[src/rtl/ttseq_pkg.sv]
// Shared definitions for the truth-table sequencer: FSM states, vector count
// and the index width used to walk the eight input vectors.
package ttseq_pkg;

   typedef enum logic [1:0] {
      IDLE  = 2'd0,
      APPLY = 2'd1,
      DONE  = 2'd2
   } state_t;

   localparam int NUM_VECTORS = 8;
   localparam int INDEX_W     = 3;
   localparam int FAIL_W      = 4;

   localparam logic [INDEX_W-1:0] LAST_INDEX = INDEX_W'(NUM_VECTORS - 1);
   localparam logic [FAIL_W-1:0]  FAIL_MAX   = FAIL_W'(NUM_VECTORS);

endpackage

[src/rtl/ttseq_dwell_timer.sv]
// Dwell timer: counts 0..HOLD_CYCLES-1 while enabled and wraps to 0.
// 'last' flags the final cycle of the dwell, which is the sample cycle.
module ttseq_dwell_timer #(
   parameter int HOLD_CYCLES = 1
) (
   input  logic clk,
   input  logic reset,
   input  logic clear,
   input  logic enable,
   output logic last
);

   localparam logic [7:0] TERMINAL = 8'(HOLD_CYCLES - 1);

   logic [7:0] count;

   assign last = (count == TERMINAL);

   // Dwell counter: cleared outside a sweep, wraps after the sample cycle.
   always_ff @(posedge clk) begin
      // NOTE: sequential state uses non-blocking assignments so every register
      // sees the pre-edge value of every other register.
      if (reset || clear) begin
         count <= 8'd0;
      end else if (enable) begin
         count <= last ? 8'd0 : count + 8'd1;
      end
   end

endmodule

[src/rtl/truth_table_sequencer.sv]
// Truth-table sequencer: sweeps {a,b,c} through 000..111, holding each vector
// HOLD_CYCLES cycles, samples y on the last cycle of each dwell and compares
// it with the golden table. Optional macro TTSEQ_STOP_ON_FAIL_EN ends the
// sweep right after the first mismatching sample.
module truth_table_sequencer
   import ttseq_pkg::*;
#(
   parameter int HOLD_CYCLES = 1
) (
   input  logic       clk,
   input  logic       reset,
   input  logic       start,
   input  logic [7:0] expected,
   input  logic       y,
   output logic       a,
   output logic       b,
   output logic       c,
   output logic       busy,
   output logic       done,
   output logic       pass,
   output logic [3:0] fail_count,
   output logic [7:0] captured
);

   state_t             state;
   state_t             state_next;
   logic [INDEX_W-1:0] index;
   logic               dwell_last;
   logic               start_accept;
   logic               sample;
   logic               mismatch;
   logic               stop_now;

   ttseq_dwell_timer #(
      .HOLD_CYCLES(HOLD_CYCLES)
   ) u_dwell (
      .clk   (clk),
      .reset (reset),
      .clear (state != APPLY),
      .enable(state == APPLY),
      .last  (dwell_last)
   );

   // A start pulse is only honoured when no sweep is running.
   assign start_accept = start && (state != APPLY);
   assign sample       = (state == APPLY) && dwell_last;
   assign mismatch     = (y != expected[index]);

`ifdef TTSEQ_STOP_ON_FAIL_EN
   assign stop_now = sample && (mismatch || (index == LAST_INDEX));
`else
   assign stop_now = sample && (index == LAST_INDEX);
`endif

   // State register; reset overrides any start seen in the same cycle.
   always_ff @(posedge clk) begin
      if (reset) begin
         state <= IDLE;
      end else begin
         state <= state_next;
      end
   end

   // Next-state logic.
   always_comb begin
      // NOTE: defaulting state_next before the case keeps every path assigned,
      // so no latch is inferred.
      state_next = state;
      case (state)
         IDLE,
         DONE:    if (start) state_next = APPLY;
         APPLY:   if (stop_now) state_next = DONE;
         default: state_next = IDLE;
      endcase
   end

   // Sweep datapath: vector index, captured responses and saturating miss count.
   always_ff @(posedge clk) begin
      if (reset || start_accept) begin
         index      <= '0;
         captured   <= 8'h00;
         fail_count <= 4'd0;
      end else if (sample) begin
         captured[index] <= y;
         if (mismatch && (fail_count != FAIL_MAX)) begin
            fail_count <= fail_count + 4'd1;
         end
         if (index != LAST_INDEX) begin
            index <= index + 1'b1;
         end
      end
   end

   // Outputs depend only on registered state, never on y directly.
   assign {a, b, c} = (state == APPLY) ? index : 3'b000;
   assign busy      = (state == APPLY);
   assign done      = (state == DONE);
   assign pass      = done && (fail_count == 4'd0);

endmodule

[config.mk]
export PLATFORM = sky130hd
export DESIGN_NAME = truth_table_sequencer
export DESIGN_NICKNAME = d
export VERILOG_FILES = /design/src/rtl/ttseq_pkg.sv /design/src/rtl/ttseq_dwell_timer.sv /design/src/rtl/truth_table_sequencer.sv
export SDC_FILE = /design/constraint.sdc
export NUM_CORES = 1
export LEC_CHECK = 0
export CORE_ASPECT_RATIO = 0.6
export CORE_MARGIN = 10
export CORE_UTILIZATION = 44
export DETAILED_ROUTE_END_ITERATION = 8
export PLACE_DENSITY = 0.76
export REMOVE_ABC_BUFFERS = 1
export SKIP_CTS_REPAIR_TIMING = 1
export SYNTH_ARGS = -nofsm -noshare
export SYNTH_HDL_FRONTEND = slang
export SYNTH_SLANG_ARGS = --single-unit
[constraint.sdc]
create_clock -name clk -period 2 [get_ports clk]
set_input_delay 0.4 -clock clk [delete_from_list [all_inputs] [get_ports clk]]
set_output_delay 0.4 -clock clk [all_outputs]
set_load 0.005 [all_outputs]
## Yosys cells after proc, flatten, opt, wreduce, memory -nomap -nowiden

Cells that the tools add are included.

| word-level totals | value |
|---|---|
| flip-flop bits (word level) | 25 |
| bits of input ports | 12 |
| output and inout port bits | 18 |
| word-level logic and storage cells | 44 |

| cells by class | value |
|---|---|
| add/subtract/negate cells | 3 |
| magnitude comparators | 2 |
| equality and inequality tests | 9 |
| multiplexer cells | 10 |
| reductions and logical operators | 15 |

Operators by type and width:

| cell | count |
|---|---|
| 8-bit by 1-bit adder with 8-bit output, second input constant | 1 |
| 8-bit bitwise mux | 1 |
| 8-bit zero test | 1 |
| 8-bit 2-to-1 mux | 1 |
| 1-bit logical AND | 6 |
| 2-bit AND reduction | 3 |
| 4-bit by 1-bit adder with 4-bit output, second input constant | 1 |
| 4-bit zero test | 1 |
| 3-bit by 4-bit < comparator with 1-bit output, second input constant | 1 |
| 2-bit 2-to-1 mux | 2 |
| 2-bit by 1-bit != test with 1-bit output, second input constant | 2 |
| 4-bit != test, second input constant | 1 |
| 2-bit case mux with 2 select lines | 1 |
| 3-bit by 1-bit adder with 3-bit output, second input constant | 1 |
| 1-bit binary-select mux with 3-bit select | 1 |
| 1-bit demux with 3-bit select | 1 |
| 3-bit equality test, second input constant | 1 |
| 3-bit by 1-bit greater-or-equal comparator with 1-bit output, second input constant | 1 |
| 3-bit 2-to-1 mux | 1 |
| 3-bit != test, second input constant | 1 |
| 2-bit by 1-bit equality test with 1-bit output, second input constant | 1 |
| 2-bit equality test, second input constant | 1 |
| 2-bit zero test | 1 |
| 1-bit logical OR | 2 |
| other kinds (4) | 5 |

## Longest topological paths before layout

| depth | value |
|---|---|
| depth after elaboration | 5 |
| mapped depth | 7 |
| depth with buffers taken out | 7 |

## By module

Synthesis repeated with hierarchy kept, for this count alone.

| second synthesis, totals | value |
|---|---|
| cells, all modules | 150 |
| area, all modules | 1390.1 sq um |

Modules (own cells, without submodules):

| module | instances | cells an instance | area an instance (sq um) | seq. area each (sq um) |
|---|---|---|---|---|
| truth_table_sequencer | 1 | 106 | 987.2 | 340.3 |
| ttseq_dwell_timer | 1 | 44 | 402.9 | 160.2 |

## Worst setup path before layout

No wires, ideal clock.

| path | value |
|---|---|
| kind | flip-flop to flip-flop |
| start | reg index[0] |
| end | reg fail_count[3] |
| library setup time | 121 ps |
| data arrival time | 1867 ps |
| required time | 1879 ps |
| slack | 12 ps |
| stages on the path, launching flop included | 7 |
| buffers on the path | 1 |
| period minus slack after synthesis | 1988 ps |
| cell sequence | dfxtp_1 -> buf_6 -> mux4_1 -> mux2i_4 -> xor2_2 -> nor3_1 -> mux2_4 |

| on the way | value |
|---|---|
| cells in the longest elaborated chain, start to end | 5 |

RTL lines:

| element | line | text |
|---|---|---|
| start: declaration | truth_table_sequencer.sv:27 | `logic [INDEX_W-1:0] index;` |
| start signal: assignment | truth_table_sequencer.sv:89 | `index <= index + 1'b1;` |
| 1-bit binary-select mux with 3-bit select | truth_table_sequencer.sv:47 | `assign mismatch = (y != expected[index]);` |
| 1-bit 2-to-1 mux (not written as such) | truth_table_sequencer.sv:47 |  |
| 1-bit != test | truth_table_sequencer.sv:47 |  |
| 1-bit logical AND | truth_table_sequencer.sv:85 | `if (mismatch && (fail_count != FAIL_MAX)) begin` |
| 2-bit AND reduction (no source line) | -- |  |
| end signal: assignment | truth_table_sequencer.sv:86 | `fail_count <= fail_count + 4'd1;` |
| end: declaration | truth_table_sequencer.sv:21 | `output logic [3:0] fail_count,` |

No other way between the ends. The select of a mux whose other input is x is not followed.
A chain may end at the register's enable or synchronous reset.

## Worst setup path in the final report

| path | value |
|---|---|
| start | reg u_dwell.count[0] |
| end | reg fail_count[2] |

| on the way | value |
|---|---|
| cells in the longest elaborated chain, start to end | 3 |

RTL lines:

| element | line | text |
|---|---|---|
| start: declaration | ttseq_dwell_timer.sv:15 | `logic [7:0] count;` |
| start signal: assignment | ttseq_dwell_timer.sv:26 | `count <= last ? 8'd0 : count + 8'd1;` |
| 8-bit zero test | ttseq_dwell_timer.sv:17 | `assign last = (count == TERMINAL);` |
| 1-bit logical AND | truth_table_sequencer.sv:46 | `assign sample = (state == APPLY) && dwell_last;` |
| 2-bit AND reduction (no source line) | -- |  |

No other way between the ends.

==> impl_results.md <==
* Max-slew violations at 0
* Most common cell after layout, fill and taps aside: clkdlybuf4s50_1
* DP Cell Count at 219
* Layout cells sized above 1 at 15.9%
* Largest net degree at the start of global routing at 14
* Synth Area in Simple Gates at 25.0%
* Clock Skews at about 0.003 ns
* Post-synth cell types at 36
* Pre-antenna DRT Iters at 4
* Final net count at between 200 and 250
* 1st-iter DRT viols at 61
* Adder-cell share of the synthesized area at 5.68%
* Rows at 15
* GRT overflow at 0
* Post-route non-filler standard cell count at 224
* Total CTS buffers at 3
* P_int at 0.000721 W
* Initial antenna violation count at 0
* Vias post-DR at 1121
* P per Cell Area at about 530 nW/µm²
* CP arrival at 2.17 ns
* Leak Pwr at between 0.6 and 0.7 nW
* Core ar. at 2870 µm²
* Beginning of the worst hold path: u_dwell.count[0]
* Reg clk slew, reported paths at 0.08 ns
* I/O pins at 30
* R2R Path End: fail_count[2]
* Hold depth at 1
* Post-synth top flop: dfxtp_1
* Antenna Nets Post-Route at 0
* Diodes inserted at 0
* First-pass GRT wire length at 5200 µm
* Synth Area in XOR/XNOR at 6.53%
* Synth warn at 0
* Final instance area at 1790 µm²
* R2R Path Start: u_dwell.count[0]
* Number of clock sinks at 25
* Total die area at 5670 µm²
* Clk pwr share at 31.4%
* Starting density of the core at a little under half
* Area contributors post-synth: dfxtp_1 38%, nor2_1 6.3%, ha_1 5.7%
* Clk root buf: clkbuf_8
* CP max FO at 6
* Routability cong. at 0.767
* Layout Area Growth over Synthesis at 35.2%
* Die W at 90.7 µm
* Mapped Cells at 145
* Main combinational cell family by area after synthesis: simple AND/OR/NAND/NOR gates
* R2R Setup Slk at 0.03 ns
* Final period utilization at 98.4%
* Worst setup path class: register to register
* Residual DRC at 0
* Total GRT Usage at 10.8%
* I/O Buffers at 29
* CTS tree: yes
* Post-synthesis cell area at 1320 µm²
* Power share of the combinational group at between 10% and 20%
* H-tree depth at 1
* WL per Instance at 14.3 µm
* Total power at 0.000944 W
* DP Wirelength at 2340 µm
* Hold Path Class: register to register
* Final setup violation count at 0
* Synthesized flop and latch total at 25
* Area share of the largest cell type after synthesis at 37.9%
* Peak supply drop at 447 µV
* Maximum clock path buffer count at 2
* Final core utilization at 62.2%
* Post-synth ARST share at 0%
* Most frequent cells in the layout: 28 x clkdlybuf4s50_1, 22 x nor2_1, 22 x dfxtp_1
* R2R depth at 7
* WP data required at approximately 2.2 ns
* Hold Path Sink: u_dwell.count[0]
* Synth Area in Compound Gates at 7.58%
* Clk Latency, worst-skew pair at ~0.27 ns
* Post-synthesis sequential area ratio at 37.9%
* Critical Path Sink Type: register
* CP Launch Type: register
* Die Span Y at 62.4 µm
* Mux cell area share after synthesis at 12.1%
* Sw Pwr at 0.000223 W
* Vias per inst at 5.00
* Min cycle time layout at ~2.0 ns
* Run status: completed
* Routed WL at 3200 µm
* Number of global-route vias before repair at 1130
* Maxcap violations at 0
* Slew headroom at just under 80%
* Yosys top cell by area: dfxtp_1
* Switching Share at 23.6%
* EDFF count, synth at 0
* Fmax at roughly 510 MHz
* Final Hold Slack at between 0.4 and 0.5 ns
* Slew @ Worst Pin at 0.344 ns
* Mapped Avg Cell Area at between 9 and 10 µm²
* Sequential share of power at roughly 54%
* Post-DP Area at 1700 µm²
* Hold Fails Final Rpt at 0
[stage by stage]
step                      setup TNS (ns)  worst slack [ns]
after floorplan                  -0.0107           -0.0107
after global placement            -0.760            -0.287
after detailed placement          -0.882            -0.357
after CTS                         -0.254            -0.119
after global routing             -0.0175           -0.0175
final                                  0            0.0324
[registers in the layout, indices dropped and copies added (netlist names)]
name           flops
u_dwell.count      8
state              2
index              3
fail_count         4
captured           8
[synthesized netlist by cell type, types with 4 or more instances]
| cell type | instances |
|---|---|
| nor2_1 | 22 |
| nand2_1 | 6 |
| inv_1 | 9 |
| o21ai_0 | 5 |
| clkbuf_1 | 5 |
| mux2i_1 | 7 |
| nand3_1 | 8 |
| a21oi_1 | 7 |
| dfxtp_1 | 25 |
| and2_1 | 4 |
| xor2_1 | 6 |
| ha_1 | 6 |
[per-layer routing]
| metal | part of all wire [%] | vias to the layer above | track usage (%) | wire length, µm |
|---|---|---|---|---|
| met5 | 0 | - | 0 | 0 |
| met4 | 0 | 0 | 1.78 | 0 |
| met3 | 7.4 | 0 | 4.80 | 237 |
| met2 | 47 | 29 | 16.9 | 1500 |
| met1 | 46 | 521 | 13.4 | 1460 |
| li1 | - | 571 | - | - |
[logic make-up after synthesis]
kind of cell,after synthesis
DFF,25
AOI/OAI and AO/OA,17
xor gates and xnor gates,9
adders and majority gates,6
muxes,11
and+or+nand+nor,61
buffers and inverters,16
[power by group through the flow]
stage	sequential, W	combinational, W	clock (W)
finish	0.000510	0.000138	0.000296
global route	0.000511	0.000151	0.000322
CTS	0.000508	0.000127	0.000302
detailed placement	0.000520	0.000126	0
global placement	0.000520	0.000122	0
floorplan	0.000521	0.0000585	0
[worst max path at each step]
| stage | cells past startpoint | from | endpoint | slack, ns |
|---|---|---|---|---|
| after CTS | 5 | fail_count[0] | pass | -0.12 |
| after detailed placement | 6 | expected[3] | fail_count[3] | -0.36 |
| after floorplan | 5 | index[0] | fail_count[3] | -0.01 |
| after global routing | 7 | u_dwell.count[1] | fail_count[2] | -0.02 |
| after global placement | 6 | expected[1] | fail_count[3] | -0.29 |
| final | 7 | u_dwell.count[0] | fail_count[2] | 0.03 |
[worst max-delay path, stage by stage, from the launching register on]
cell	delay, ns
dfxtp_2	0.36
inv_1	0.06
ha_1	0.16
nor4b_4	0.32
nand3_2	0.13
a21o_1	0.23
or4_1	0.49
a21oi_1	0.15
[layout make-up]
type                            instances  area (µm²)
Timing Repair Buffer                   40         375
Multi-Input combinational cell        104         776
Sequential cell                        25         504
Tap cell                               42        52.6
Clock buffer                            4        45.0
Fill cell                             233        1080
Inverter                                9        33.8
(Power assumes the default switching activity.)
